$ cat config.mk
export PLATFORM = sky130hd
export DESIGN_NAME = uart_rx_fifo
export DESIGN_NICKNAME = d
export VERILOG_FILES = /design/src/rtl/uart_pkg.sv /design/src/rtl/uart_rx_fifo_sync_fifo.sv /design/src/rtl/uart_rx_fifo.sv
export SDC_FILE = /design/constraint.sdc
export NUM_CORES = 1
export LEC_CHECK = 0
export CAP_MARGIN = 15
export CORE_MARGIN = 2
export CORE_UTILIZATION = 30
export DETAILED_ROUTE_END_ITERATION = 12
export PLACE_DENSITY = 0.56
export SLEW_MARGIN = 15
export SYNTH_ARGS = -nofsm -noshare
export SYNTH_HDL_FRONTEND = slang
export SYNTH_SLANG_ARGS = --single-unit
$ cat constraint.sdc
create_clock -name i_clk -period 3.47 [get_ports i_clk]
set_input_delay 0.694 -clock i_clk [delete_from_list [all_inputs] [get_ports i_clk]]
set_output_delay 0.694 -clock i_clk [all_outputs]
set_load 0.02 [all_outputs]
$ cat src/rtl/uart_pkg.sv
// Shared types and elaboration helpers for the oversampled UART receiver.
package uart_pkg;

  typedef enum logic [2:0] {
    IDLE, START, DATA, PARITY, STOP, PUSH, WAIT_HIGH
  } rx_state_t;

  // Clock divider for one oversample tick, rounded to nearest, never below 1.
  function automatic int calc_div(input longint clk_hz, input longint baud,
                                  input longint os);
    longint d;
    d = (clk_hz + (baud * os) / 2) / (baud * os);
    return (d < 1) ? 1 : int'(d);
  endfunction

  function automatic bit cfg_ok(input int os, input int d_bits,
                                input int sp_bits, input int depth);
    return (os >= 8) && (os % 2 == 0) &&
           (d_bits >= 5) && (d_bits <= 9) &&
           (sp_bits >= 1) && (sp_bits <= 2) &&
           (depth >= 2) && ((depth & (depth - 1)) == 0);
  endfunction

endpackage

$ cat src/rtl/uart_rx_fifo_sync_fifo.sv
// Synchronous first-word-fall-through FIFO; a write into a full FIFO is
// accepted only when a read retires the head in the same cycle.
module sync_fifo #(
  parameter int WIDTH = 8,
  parameter int DEPTH = 16
) (
  input  logic                       clk_i,
  input  logic                       rst_i,
  input  logic                       wr_en_i,
  input  logic [WIDTH-1:0]           wr_data_i,
  output logic                       full_o,
  input  logic                       rd_en_i,
  output logic [WIDTH-1:0]           rd_data_o,
  output logic                       empty_o,
  output logic [$clog2(DEPTH):0]     count_o
);
  localparam int AW = $clog2(DEPTH);

  logic [DEPTH-1:0][WIDTH-1:0] mem_q;
  logic [AW-1:0]               wr_ptr_q, rd_ptr_q;
  logic [AW:0]                 count_q;
  logic                        do_wr, do_rd;

  assign empty_o   = (count_q == '0);
  assign full_o    = (count_q == (AW+1)'(DEPTH));
  assign do_rd     = rd_en_i && !empty_o;
  assign do_wr     = wr_en_i && (!full_o || do_rd);
  assign rd_data_o = empty_o ? '0 : mem_q[rd_ptr_q];
  assign count_o   = count_q;

  always_ff @(posedge clk_i) begin
    if (do_wr) mem_q[wr_ptr_q] <= wr_data_i;
  end

  // Pointers are AW bits wide, so they wrap modulo DEPTH on their own.
  always_ff @(posedge clk_i) begin
    if (rst_i) begin
      wr_ptr_q <= '0;
      rd_ptr_q <= '0;
      count_q  <= '0;
    end else begin
      if (do_wr) wr_ptr_q <= wr_ptr_q + 1'b1;
      if (do_rd) rd_ptr_q <= rd_ptr_q + 1'b1;
      case ({do_wr, do_rd})
        2'b10:   count_q <= count_q + 1'b1;
        2'b01:   count_q <= count_q - 1'b1;
        default: count_q <= count_q;
      endcase
    end
  end

endmodule

$ cat src/rtl/uart_rx_fifo.sv
// Oversampled UART receiver with receive FIFO and sticky error flags.
// Define UART_RX_PARITY_EN to add a parity bit check (PARITY_ODD selects odd).
module uart_rx_fifo import uart_pkg::*; #(
  parameter int CLK_HZ     = 100_000_000,
  parameter int BAUD       = 921600,
  parameter int OVERSAMPLE = 16,
  parameter int D_BITS     = 8,
  parameter int SP_BITS    = 1,
  parameter int FIFO_DEPTH = 16
`ifdef UART_RX_PARITY_EN
  , parameter bit PARITY_ODD = 1'b0
`endif
) (
  input  logic                          i_clk,
  input  logic                          i_rst,
  input  logic                          i_rx,
  output logic [D_BITS-1:0]             o_data,
  output logic                          o_valid,
  input  logic                          i_ready,
  output logic [$clog2(FIFO_DEPTH):0]   o_count,
  output logic                          o_frame_err,
  output logic                          o_overrun,
  output logic                          o_parity_err,
  input  logic                          i_clr_err
);
  localparam int DIV   = calc_div(CLK_HZ, BAUD, OVERSAMPLE);
  localparam int DIV_W = (DIV > 1) ? $clog2(DIV) : 1;
  localparam int OS_W  = $clog2(OVERSAMPLE);
  localparam int BIT_W = $clog2(D_BITS + 1);

  if (!cfg_ok(OVERSAMPLE, D_BITS, SP_BITS, FIFO_DEPTH)) begin : g_bad_cfg
    $error("uart_rx_fifo: illegal parameter combination");
  end

  rx_state_t          state_q, state_d;
  logic               rx_meta_q, rx_s_q;
  logic [DIV_W-1:0]   div_q, div_d;
  logic [OS_W-1:0]    os_q, os_d;
  logic [BIT_W-1:0]   bit_q, bit_d;
  logic [D_BITS-1:0]  shift_q, shift_d;
  logic               bad_q, bad_d;
  logic               frame_err_q, overrun_q;
  logic               tick, at_mid, at_end;
  logic               push, frame_set, overrun_set;
  logic               fifo_full, fifo_empty;
`ifdef UART_RX_PARITY_EN
  logic               parity_err_q, par_set;
`endif

  // Divider sits at 0 in IDLE so the first tick is aligned to the start edge.
  assign tick   = (state_q != IDLE) && (div_q == DIV_W'(DIV - 1));
  assign div_d  = (state_q == IDLE || tick) ? '0 : div_q + 1'b1;
  assign at_mid = tick && (os_q == OS_W'(OVERSAMPLE / 2 - 1));
  assign at_end = tick && (os_q == OS_W'(OVERSAMPLE - 1));

  always_comb begin
    state_d   = state_q;
    os_d      = tick ? os_q + 1'b1 : os_q;
    bit_d     = bit_q;
    shift_d   = shift_q;
    bad_d     = bad_q;
    push      = 1'b0;
    frame_set = 1'b0;
`ifdef UART_RX_PARITY_EN
    par_set   = 1'b0;
`endif
    case (state_q)
      IDLE: begin
        os_d  = '0;
        bit_d = '0;
        bad_d = 1'b0;
        if (!rx_s_q) state_d = START;
      end
      START: if (at_mid) begin
        os_d    = '0;
        state_d = rx_s_q ? IDLE : DATA;
      end
      DATA: if (at_end) begin
        os_d    = '0;
        shift_d = {rx_s_q, shift_q[D_BITS-1:1]};
        if (bit_q == BIT_W'(D_BITS - 1)) begin
          bit_d = '0;
`ifdef UART_RX_PARITY_EN
          state_d = PARITY;
`else
          state_d = STOP;
`endif
        end else begin
          bit_d = bit_q + 1'b1;
        end
      end
`ifdef UART_RX_PARITY_EN
      PARITY: if (at_end) begin
        os_d = '0;
        if ((^shift_q ^ rx_s_q) != PARITY_ODD) begin
          par_set = 1'b1;
          bad_d   = 1'b1;
        end
        state_d = STOP;
      end
`endif
      STOP: if (at_end) begin
        os_d = '0;
        if (!rx_s_q) begin
          frame_set = 1'b1;
          state_d   = WAIT_HIGH;
        end else if (bit_q == BIT_W'(SP_BITS - 1)) begin
          state_d = bad_q ? IDLE : PUSH;
        end else begin
          bit_d = bit_q + 1'b1;
        end
      end
      PUSH: begin
        push    = 1'b1;
        state_d = IDLE;
      end
      // A break or stuck-low line must return high before a new start is seen.
      WAIT_HIGH: if (rx_s_q) state_d = IDLE;
      default: state_d = IDLE;
    endcase
  end

  always_ff @(posedge i_clk) begin
    if (i_rst) begin
      state_q   <= IDLE;
      rx_meta_q <= 1'b1;
      rx_s_q    <= 1'b1;
      div_q     <= '0;
      os_q      <= '0;
      bit_q     <= '0;
      shift_q   <= '0;
      bad_q     <= 1'b0;
    end else begin
      state_q   <= state_d;
      rx_meta_q <= i_rx;
      rx_s_q    <= rx_meta_q;
      div_q     <= div_d;
      os_q      <= os_d;
      bit_q     <= bit_d;
      shift_q   <= shift_d;
      bad_q     <= bad_d;
    end
  end

  assign overrun_set = push && fifo_full && !(o_valid && i_ready);

  // Setting a flag wins over a same-cycle clear.
  always_ff @(posedge i_clk) begin
    if (i_rst) begin
      frame_err_q <= 1'b0;
      overrun_q   <= 1'b0;
    end else begin
      if (frame_set)        frame_err_q <= 1'b1;
      else if (i_clr_err)   frame_err_q <= 1'b0;
      if (overrun_set)      overrun_q   <= 1'b1;
      else if (i_clr_err)   overrun_q   <= 1'b0;
    end
  end

`ifdef UART_RX_PARITY_EN
  always_ff @(posedge i_clk) begin
    if (i_rst)            parity_err_q <= 1'b0;
    else if (par_set)     parity_err_q <= 1'b1;
    else if (i_clr_err)   parity_err_q <= 1'b0;
  end
  assign o_parity_err = parity_err_q;
`else
  assign o_parity_err = 1'b0;
`endif

  sync_fifo #(.WIDTH(D_BITS), .DEPTH(FIFO_DEPTH)) u_fifo (
    .clk_i     (i_clk),
    .rst_i     (i_rst),
    .wr_en_i   (push),
    .wr_data_i (shift_q),
    .full_o    (fifo_full),
    .rd_en_i   (i_ready),
    .rd_data_o (o_data),
    .empty_o   (fifo_empty),
    .count_o   (o_count)
  );

  assign o_valid     = !fifo_empty;
  assign o_frame_err = frame_err_q;
  assign o_overrun   = overrun_q;

endmodule

Yosys cells after proc, flatten, opt, wreduce, memory -nomap -nowiden
Index checks and enable logic that the tools add are counted.

Register bits after elaboration: 167. Input port bits: 5. Output and inout bits: 17. Word-level logic and storage cells: 119.

Add/subtract/negate cells: 7. Magnitude comparators: 3. Eq/ne operators: 21. Mux-type cells: 34. Reduce and logical (&&, ||, !) cells: 26.

Operators by type and width (number): 128-bit bitwise mux (1); 8-bit binary-select mux with 4-bit select (1); 8-bit demux with 4-bit select (1); 4-bit two-way mux (8); 3-bit two-way mux (8); 8-bit two-way mux (3); 4-bit case mux with 3 select lines (2); 4-bit by 1-bit adder with 4-bit output, second input constant (4); 2-bit != test, second input constant (8); 3-bit case mux with 5 select lines (1); 3-bit equality test, second input constant (4); 4-bit by 5-bit less-than comparator with 1-bit output, second input constant (2); 5-bit case mux with 2 select lines (1); 4-bit by 3-bit equality test with 1-bit output, second input constant (2); 1-bit logical AND (8); 1-bit two-way mux (7); 7-bit AND reduction (1); 2-bit nonzero test (3); 3-bit nonzero test (2); 5-bit by 1-bit adder with 5-bit output, second input constant (1); 5-bit equality test, second input constant (1); 5-bit logical NOT (1); 5-bit AND reduction (1); 5-bit by 1-bit subtractor with 5-bit output, second input constant (1); other kinds (15) (19).

Logic depth before layout (Yosys ltp)
Gate-level depths: netlist of the first run.

Word-level depth: 7. Mapped depth: 12. Depth with buffers taken out: 10.

Modules after synthesis
A second synthesis of the first run with hierarchy kept.

Cells, all modules: 475. Area, all modules: 7284.5 um^2.

By module, submodules not included: sync_fifo (times used 1, cells each 328, area each 5957.0 um^2, sequential area each 4103.9 um^2); uart_rx_fifo (times used 1, cells each 147, area each 1327.5 um^2, sequential area each 520.5 um^2).

Worst setup path after synthesis of the first run
No wires, ideal clock.

Kind: reg2reg. Start: register u_fifo.count_q[1] (netlist: u_fifo.count_o[1]). End: register u_fifo.count_q[4] (netlist: u_fifo.count_o[4]). Library setup time: 0.123 ns. Arrival time: 3.025 ns. Data required time: 3.347 ns. Setup slack: 0.321 ns. Cell stages (with the launch flop): 13. Buffers on the path: 2. Clock period less this slack: 3.149 ns. Cells stage by stage: dfxtp_1 buf_2 or4_1 o21ai_1 inv_1 ha_1 clkbuf_1 xor2_1 ha_1 a21oi_1 or3b_1 a31oi_1 mux2_1.

Longest elaborated chain between the ends: 7. Elaborated cells on any way between the ends: 13. Classes of those cells: add/sub (2); eq/ne (3); mux (1); reduce/logical (7).

Ends and longest elaborated chain: start: declaration (RTL line uart_rx_fifo_sync_fifo.sv:21) `logic [AW:0] count_q;`; start signal: assignment (RTL line uart_rx_fifo_sync_fifo.sv:45) `2'b10: count_q <= count_q + 1'b1;`; start signal: assignment (RTL line uart_rx_fifo_sync_fifo.sv:46) `2'b01: count_q <= count_q - 1'b1;`; start signal: assignment (RTL line uart_rx_fifo_sync_fifo.sv:47) `default: count_q <= count_q;`; 5-bit logical NOT * (RTL line uart_rx_fifo_sync_fifo.sv:24) `assign empty_o = (count_q == '0);`; 1-bit logical NOT * (RTL line uart_rx_fifo_sync_fifo.sv:26) `assign do_rd = rd_en_i && !empty_o;`; 1-bit logical AND * (RTL line uart_rx_fifo_sync_fifo.sv:26); named net u_fifo.do_rd (RTL line uart_rx_fifo_sync_fifo.sv:22) `logic do_wr, do_rd;`; 1-bit logical OR (RTL line uart_rx_fifo_sync_fifo.sv:27) `assign do_wr = wr_en_i && (!full_o || do_rd);`; 1-bit logical AND (RTL line uart_rx_fifo_sync_fifo.sv:27); 2-bit by 1-bit equality test with 1-bit output or 2-bit equality test (tied branches) (RTL line uart_rx_fifo_sync_fifo.sv:44) `case ({do_wr, do_rd})`; 5-bit case mux with 2 select lines or 2-bit nonzero test (tied branches).

The timed path passes the listed nets; every way through them passes the cells marked *. A chain may end at the register's enable or synchronous reset.

Worst setup path after layout of the first run
Start: register u_fifo.count_q[1] (netlist: u_fifo.count_o[1]). End: output o_data[4].

Longest elaborated chain between the ends: 2.

Ends and longest elaborated chain: 5-bit logical NOT (RTL line uart_rx_fifo_sync_fifo.sv:24); 8-bit two-way mux (RTL line uart_rx_fifo_sync_fifo.sv:28) `assign rd_data_o = empty_o ? '0 : mem_q[rd_ptr_q];`; end: declaration (RTL line uart_rx_fifo.sv:17) `output logic [D_BITS-1:0] o_data,`.

Every way passes these cells.

==> impl_metrics.py, run 1 <==
metrics = {
    "global_routing": {
        "global_route.usage.met1_pct": 15.89,
        "grt.met2_usage_pct": 19.81,
        "antenna_found_initial": 0,
        "grt_use_met3_pct": 3.586,
        "track_usage_pct": 12.11,
        "grt_pass1_vias": 3948,
        "busiest_layer": "met2",
        "grt_max_degree": 36,
        "grt_pass1_wl_mm": 22.09,
        "globalRouteOverflowTotal": 0,
    },
    "floorplanning": {
        "num_rows": 56,
        "core-area_um2": 23330,
        "dieArea_um2": 24900,
        "die_w_um": 157.8,
        "die_h_um": 157.8,
        "initial_core_util_pct": 30.42,
        "io_pins": 22,
    },
    "place": {
        "gp_congestion": 0.7438,
        "dp_worst_setup_slack_ps": 156.8,
        "dp_hpwl_mm": 9.088,
        "io_buffers": 20,
    },
    "yosys": {
        "async_flop_share_pct": 0,
        "synth.avg_cell_area_um2": 15.26,
        "ys.flop_type": "edfxtp_1",
        "ys_warn_count": 0,
        "yosysSeqAreaShare_pct": 65.16,
        "synth_edf_count": 128,
        "syn_nets": 483,
        "yosys.cell_types.count": 58,
        "ys_ff_latch": 167,
        "synthesis.instances": 465,
        "syn-cell-area_um2": 7097,
    },
    "power": {
        "p_leak_nw": 2.751,
        "clkPwrFrac_pct": 45.9,
        "cellPowerDensity_nw_per_um2": 474.4,
        "power_switching_mw": 0.8838,
        "peakVddDrop_uv": 257.6,
        "share_comb_of_total_power_pct": 0.7,
        "pwr-share-seq_pct": 53.4,
        "swShare_pct": 22.20,
        "p_int_mw": 3.097,
    },
    "clock_network": {
        "htree_levels": 4,
        "cts_tree": "built",
        "worstSkewPairLatency_ps": 420,
        "root_buffer": "clkbuf_16",
        "clock_path_buffers": 2,
        "clock-sinks": 167,
        "clk_pin_slew_ps": 70,
        "cts_buffers": 17,
    },
    "setup_path": {
        "critPathLaunchType": "flop",
        "worst_path_largest_cell_delay_ps": 570,
        "cp-end-kind": "output port",
        "reg2reg_from": "u_fifo.count_o[1]",
        "critPathRequiredTime_ps": 2780,
        "cp_cell_sequence": "nor4_4, nand2b_1, nand2b_1, o22ai_1, clkdlybuf4s50_1",
        "crit_path_top_delay_cell": "clkdlybuf4s50_1",
        "crit_start": "u_fifo.count_o[1]",
        "worst_path_most_repeated_cell": "nand2b_1",
        "path_buf_inv": 1,
        "critPathTopFamily": "simple AND/OR/NAND/NOR gates",
        "crit_type": "flop to output port",
        "critical_path_arrival_ps": 2600,
        "crit_fanout": 10,
    },
    "sta": {
        "worst_slew_pin_slew_ps": 995.5,
        "grt_setup_unrepaired": "no",
        "fmax_mhz": 303.1,
        "setup_ws_ps": 171.3,
        "setup_viol": 0,
        "slew_violations": 0,
        "fin_skew_ps": 9.138,
        "fin_tns_setup_ps": 0,
        "slew_headroom_pct": 33.43,
        "timing.final.crit_share_pct": 95.06,
        "hold_viol_final": 0,
        "min_period_ps": 3299,
    },
    "routing": {
        "via_per_inst": 4.710,
        "dr.pass1.iters": 4,
        "wl_per_cell_um": 17.19,
        "wl_mm": 14.34,
        "ant_nets": 0,
        "via_count": 3928,
        "post-route-drc-count": 0,
        "drt_iter0_drc": 325,
    },
    "min_path": {
        "hold_start": "rx_meta_q",
        "worst_hold_path_type": "flop to flop",
    },
    "cells_and_area": {
        "antenna_cells": 0,
        "fill_cells": 2191,
        "finalNetCount": 520,
        "layout_common_cells": "edfxtp_1, nor2_1, dfxtp_1",
        "mostFrequentLayoutCell": "edfxtp_1",
        "syn_to_final_growth_pct": 18.25,
        "drive_above_1_share_pct": 19.81,
    },
    "run_status": {
        "status": "finished, final reports clean",
    },
    "job": {
        "cap_violations": 0,
    },
}
==> power by group through the flow <==
| stage | Sequential [mW] | Clock (mW) | Combinational (mW) |
|---|---|---|---|
| final | 2.13 | 1.83 | 0.0296 |
| after global routing | 2.12 | 1.95 | 0.0329 |
| after floorplan | 2.17 | 0 | 0.0213 |
| after CTS | 2.13 | 1.87 | 0.0299 |
| after detailed placement | 2.17 | 0 | 0.0298 |
| after global placement | 2.17 | 0 | 0.0290 |
==> layer usage <==
layer,share of wire (%),vias to the layer above
met5,0,-
met4,0.76,0
met3,3.8,8
met1,47,2003
met2,49,49
li1,-,1868
==> flip-flops by register name, summed over array words and instances, names as in the netlist <==
register and count:
u_fifo.mem_q 128, shift_q 8, u_fifo.count_o 5, bit_q 4
os_q 4, u_fifo.rd_ptr_q 4, u_fifo.wr_ptr_q 4, div_q 3
state_q 3, o_frame_err 1, o_overrun 1, rx_meta_q 1
rx_s_q 1
==> worst paths after layout <==
kind / depth (start not counted) / endpoint / slack, ps
setup reg to reg: 10 / u_fifo.count_o[4] / 370
hold / removal: 1 / rx_s_q / 420
hold reg to reg: 1 / rx_s_q / 420
setup / recovery: 5 / o_data[4] / 170
==> Yosys cell counts (4+ instances only) <==
master / instances / share of area (%)
o22ai_1: 8 / 0.71
ha_1: 13 / 2.3
a21oi_1: 10 / 0.71
nand3_1: 8 / 0.56
xnor2_1: 5 / 0.62
nand4_1: 4 / 0.35
mux4_2: 32 / 10
inv_1: 11 / 0.58
nor2b_1: 7 / 0.62
edfxtp_1: 128 / 54
nand2b_1: 10 / 0.88
a211o_1: 4 / 0.49
clkbuf_1: 14 / 0.74
xor2_1: 9 / 1.1
dfxtp_1: 39 / 11
nor2_1: 41 / 2.2
mux2i_1: 27 / 3.8
nand2_1: 15 / 0.79
o21ai_0: 6 / 0.42
nor3_1: 10 / 0.71
buf_2: 8 / 0.56
==> logic make-up after synthesis <==
group	count (synthesis)	synth area share (%)
other	1	0.05284
adders and majority gates	13	2.292
DFF	167	65.16
muxes	63	14.60
buffers and inverters	38	2.257
xor gates and xnor gates	14	1.728
AOI/OAI and AO/OA	51	5.095
and+or+nand+nor	118	8.815
==> layout make-up <==
type | instances | area [um2] | area share (%)
Tap cell | 319 | 399.1 | 4.756
Multi-Input combinational cell | 260 | 2312 | 27.55
Sequential cell | 167 | 4628 | 55.15
Clock buffer | 17 | 425.4 | 5.069
Timing Repair Buffer | 45 | 430.4 | 5.129
Clock inverter | 15 | 155.1 | 1.849
Inverter | 11 | 41.29 | 0.4920
==> timing repair <==
item	CTS	global route
hold buffers	0	0
setup endpoints to repair	0	2
resized for setup	0	1
hold endpoints to repair	0	0
buffers inserted	0	0
==> through the flow <==
stage / hold slack (ps) / cell area [um2] / cells / total power, mW / utilization (%)
2_1_floorplan: 389.5 / 7097 / 465 / 2.190 / -
3_3_place_gp: 398.7 / 7784 / 801 / 2.199 / 33.36
3_5_place_dp: 403.1 / 7784 / 801 / 2.200 / 33.36
4_1_cts: 420.7 / 8364 / 833 / 4.026 / 35.85
5_1_grt: 441.3 / 8392 / 834 / 4.111 / 35.97
6_report: 416.0 / 8392 / 834 / 3.981 / 35.97
(Power assumes the default switching activity.)
==> run 2, diff against run 1 <==
CELL_PAD_IN_SITES_DETAIL_PLACEMENT = 1   (was default)
CELL_PAD_IN_SITES_GLOBAL_PLACEMENT = 2   (was default)
PLACE_DENSITY = 0.67   (was 0.56)
==> impl_metrics.py, run 2 (same netlist as run 1, synthesis figures left out) <==
metrics = {
    "run_status": {
        "status": "finished, final reports clean",
    },
    "power": {
        "swShare_pct": 20.36,
        "p_leak_nw": 2.772,
        "share_comb_of_total_power_pct": 0.8,
        "peakVddDrop_uv": 311.4,
        "pwr-share-seq_pct": 51.5,
        "power_switching_mw": 0.8409,
        "cellPowerDensity_nw_per_um2": 490.5,
        "clkPwrFrac_pct": 47.7,
        "p_int_mw": 3.288,
    },
    "cells_and_area": {
        "mostFrequentLayoutCell": "edfxtp_1",
        "finalNetCount": 521,
        "fin_util_pct": 36.08,
        "layout_common_cells": "edfxtp_1, nor2_1, dfxtp_1",
        "drive_above_1_share_pct": 20.16,
        "antenna_cells": 0,
        "syn_to_final_growth_pct": 18.62,
        "largest_reg_flops": 128,
        "largest-register": "u_fifo.mem_q",
    },
    "routing": {
        "ant_nets": 0,
        "drt_iter0_drc": 182,
        "wl_mm": 15.53,
        "wl_per_cell_um": 18.60,
        "post-route-drc-count": 0,
        "via_per_inst": 4.824,
        "dr.pass1.iters": 4,
        "via_count": 4028,
    },
    "clock_network": {
        "cts_buffers": 17,
        "clock-sinks": 167,
        "htree_levels": 4,
        "clock_path_buffers": 2,
        "worstSkewPairLatency_ps": 430,
        "root_buffer": "clkbuf_16",
        "post_cts_buffers": 0,
        "cts_tree": "built",
        "clk_pin_slew_ps": 60,
    },
    "sta": {
        "fmax_mhz": 304.5,
        "worst_slew_pin_slew_ps": 873.2,
        "min_period_ps": 3285,
        "fin_tns_setup_ps": 0,
        "fin_skew_ps": 10.34,
        "grt_setup_unrepaired": "no",
        "setup_viol": 0,
        "hold_viol_final": 0,
        "slew_headroom_pct": 41.60,
        "slew_violations": 0,
        "timing.final.crit_share_pct": 94.65,
    },
    "setup_path": {
        "crit_fanout": 35,
        "cp_cell_sequence": "buf_12, mux4_2, mux2i_1, o22ai_1, clkdlybuf4s50_1",
        "critical_path_arrival_ps": 2590,
        "reg2reg_from": "u_fifo.count_o[1]",
        "crit_path_top_delay_cell": "mux4_2",
        "worst_path_largest_cell_delay_ps": 600,
        "cp-end-kind": "output port",
        "cp.depth": 5,
        "crit_start": "u_fifo.rd_ptr_q[0]",
        "critPathRequiredTime_ps": 2780,
        "crit_type": "flop to output port",
        "path_buf_inv": 2,
        "reg2reg_depth": 10,
        "critPathLaunchType": "flop",
        "critPathTopFamily": "multiplexers",
    },
    "floorplanning": {
        "num_rows": 56,
        "dieArea_um2": 24900,
        "initial_core_util_pct": 30.42,
        "io_pins": 22,
        "die_h_um": 157.8,
        "die_w_um": 157.8,
        "core-area_um2": 23330,
    },
    "place": {
        "io_buffers": 20,
        "gp_congestion": 0.7357,
        "dp_hpwl_mm": 10.17,
    },
    "global_routing": {
        "antenna_found_initial": 0,
        "globalRouteOverflowTotal": 0,
        "grt_max_degree": 36,
        "grt_pass1_wl_mm": 24.59,
        "track_usage_pct": 13.43,
        "grt_pass1_vias": 4284,
    },
    "job": {
        "cap_violations": 0,
    },
    "min_path": {
        "holdPathStages": 1,
        "worst_hold_path_type": "flop to flop",
        "hold_start": "rx_meta_q",
    },
}
run 2: changes by cell type in the layout (fill, tap and decap cells not counted), sizes merged:
cell,change
bufinv,+3
inv,-2
clkbuf,-1
buf,+2
clkinvlp,-1
run 2: repair_timing:
item                                    4_1_cts  5_1_grt
endpoints found under the setup margin        0        8
gates resized for setup                       0        2
hold buffers                                  0        0
endpoints found under the hold margin         0        0
run 2: power by group through the flow:
| stage | Clock, mW | Combinational, mW | Sequential [mW] |
|---|---|---|---|
| floorplan | 0 | 0.0213 | 2.17 |
| global placement | 0 | 0.0325 | 2.17 |
| detailed placement | 0 | 0.0337 | 2.17 |
| finish | 1.97 | 0.0333 | 2.12 |
| CTS | 2.03 | 0.0339 | 2.12 |
| global route | 2.10 | 0.0373 | 2.12 |
run 2: layout make-up:
class	instances	area, um2
clock buffer	17	425.4
clock inverter	15	188.9
fill	2398	14910
inverter	11	41.29
multi-input combinational	260	2317
sequential	167	4626
tap	319	399.1
timing repair buffer	46	420.4
run 2: routing by layer:
metal,vias to the layer above,wire (um),part of all wire (%),global-route usage (%)
met2,68,7895,51,22.73
met4,0,105,0.68,3.896
met1,2091,7017,45,17.23
met3,8,511,3.3,3.039
met5,-,0,0,0
li1,1861,-,-,-
run 2: path summary, 6_finish.rpt:
path,end,slack [ps]
max reg2reg,u_fifo.count_o[4],380
max,o_data[3],190
min,rx_s_q,410
min reg2reg,rx_s_q,410
run 2: stage by stage:
step	area [um2]	instances	setup WS, ps	hold WS [ps]	power, mW
4_1_cts	8413	835	81.88	417.7	4.188
3_5_place_dp	7799	803	39.23	402.2	2.202
3_3_place_gp	7799	803	169.2	400.0	2.201
2_1_floorplan	7097	465	321.4	389.5	2.190
6_report	8418	835	185.5	413.6	4.129
5_1_grt	8418	835	8.482	454.1	4.263
==> variant: new RTL, flow settings as in run 1 <==
Add a define of `UART_RX_PARITY_EN`.
--- a/src/rtl/uart_rx_fifo.sv
+++ b/src/rtl/uart_rx_fifo.sv
@@ -1,5 +1,7 @@
 // Oversampled UART receiver with receive FIFO and sticky error flags.
 // Define UART_RX_PARITY_EN to add a parity bit check (PARITY_ODD selects odd).
+`define UART_RX_PARITY_EN
+
 module uart_rx_fifo import uart_pkg::*; #(
   parameter int CLK_HZ     = 100_000_000,
   parameter int BAUD       = 921600,
Behaviour: same outputs for any inputs over 10 cycles, from zero or initial values and one cycle with i_rst high; that may be too few to reach the edited logic, so the function may still have changed.
==> variant against run 1 <==
Non-clock buffer count increased by 3. Via count increased by 1.5%. Setup slack improved by 0.053 ns. Design area increased by 1.1%. Sequential cell count increased by 2. Wire length increased by 1.9%. Synthesized cell count increased by 1.5%. Fmax increased by 1.6%. Area after synthesis increased by 0.72%.
Power is not compared: it rests on default switching activity, and its combinational part moved more than twofold at a synthesized area within 25%.
==> variant: results (changes against run 1) <==
* DR DRC count at 0 (unchanged)
* Clock transition at path regs at 0.07 ns (about the same)
* Global-route wire length before repair at 23100 um (+4.3%)
* Worst skew pair latency at 0.43 ns
* # H-tree levels at 4 (unchanged)
* Top delay family on crit path: multiplexers
* Status: completed
* CP Data Arrival Time at 2.55 ns (-0.05 ns)
* Largest Register: u_fifo.mem_q
* Total GRT Usage at 12.4% (+0.29 points)
* Final HPWL DP at 9480 um (+4.3%)
* Final wirelength at 14600 um (+1.9%)
* Max VDD drop at ~0.35 mV
* Post-synth EDFFs at 128 (unchanged)
* Fillers at 2253 (+2.8%)
* # diodes at 0 (unchanged)
* R2r setup slk at 0.79 ns (+0.42 ns)
* Static Leak at between 2 and 3 nW
* Routability cong. at 0.795 (+6.9%)
* Max incr delay on CP at 0.51 ns (-0.06 ns)
* Synth cell count leaders: edfxtp_1 (128), nor2_1 (42), dfxtp_1 (41)
* Port buffer count at 21 (+5.0%)
* Cells resized by post-CTS repair at 7 (+7)
* Detailed Routing Iterations Pass 1 at 5 (+1)
* Max_slew headroom at 50.3% (+17 points)
* Number of global-route vias before repair at 4092 (+3.6%)
* Largest net degree at the start of global routing at 36 (unchanged)
* Ys async rst share at 0% (unchanged)
* Initial antenna violation count at 0 (unchanged)
* Max reg flops at 128 (unchanged)
* Synth top area cells: edfxtp_1 (54%), mux4_2 (13%), dfxtp_1 (11%)
* Layout cells sized above 1 at 21.6% (+1.8 points)
* Initial DRC Count at 232 (-29%)
* Hold crit path type: flip-flop to flip-flop
* Most common flop cell mapped by yosys: edfxtp_1
* Clk_skew at 0.0134 ns (+0.00427 ns)
* Crit path max fanout at 12 (+2)
* Vias/cell at 4.73 (+0.44%)
* Setup bufs post-CTS at 0 (unchanged)
* Post-synth cell types at 51 (-12%)
* Clock buffer depth at 2 (unchanged)
* Seq/Total Area, Yosys at 65.3% (+0.092 points)
* Syn Nets at 490 (+1.4%)
* # nets final at 529 (+1.7%)
* Slowest CP cell: mux4_2
* Root Driver: clkbuf_16
* Post-DP Area at 0.00788 mm2 (+1.2%)
* YS warnings at 0 (unchanged)
[variant: metal layers]
metal	global-route usage (%)	routed length [um]	vias up
met5	0	0	-
met4	3.47	116	0
met3	3.13	731	10
met2	21.1	7240	76
met1	15.7	6530	2031
li1	-	-	1871
[variant: where the power goes]
part | switching [mW] | internal (mW)
registers | 0.00389 | 2.15
logic | 0.0359 | 0.0243
clock network | 0.900 | 0.973
[variant: layout make-up]
type,count,area share (%)
clock inverter,15,2.12
multi-input combinational,264,27.2
timing repair buffer,48,5.43
tap,319,4.70
clock buffer,17,5.01
sequential,169,55.0
inverter,11,0.487
[variant: worst paths after layout]
path | cells past startpoint | endpoint | startpoint
worst max-delay path | 5 | o_data[6] | u_fifo.rd_ptr_q[0]
worst min-delay path | 1 | rx_s_q | rx_meta_q
worst max register to register | 11 | u_fifo.count_o[4] | u_fifo.count_o[0]
worst min register to register | 1 | rx_s_q | rx_meta_q
[variant: cell families (layout without fill, tap and decap cells)]
group | count (synthesis) | after routing | synth area share, %
AO/OA/AOI/OAI | 49 | 49 | 4.50
XOR/XNOR | 24 | 24 | 2.94
adder cells (fa/ha/maj) | 13 | 13 | 2.28
buffers and inverters | 39 | 91 | 2.43
flip-flops | 169 | 169 | 65.3
multiplexers | 46 | 46 | 13.5
AND/OR/NAND/NOR | 132 | 132 | 9.12
[variant: through the flow]
step	utilization, %	setup WS [ns]	hold slack (ns)	cells
after floorplan	-	0.517	0.389	472
after global placement	33.7	0.394	0.393	811
after detailed placement	33.7	0.337	0.402	811
after CTS	36.2	0.00284	0.420	843
after global routing	36.3	0.129	0.432	843
final	36.3	0.225	0.414	843
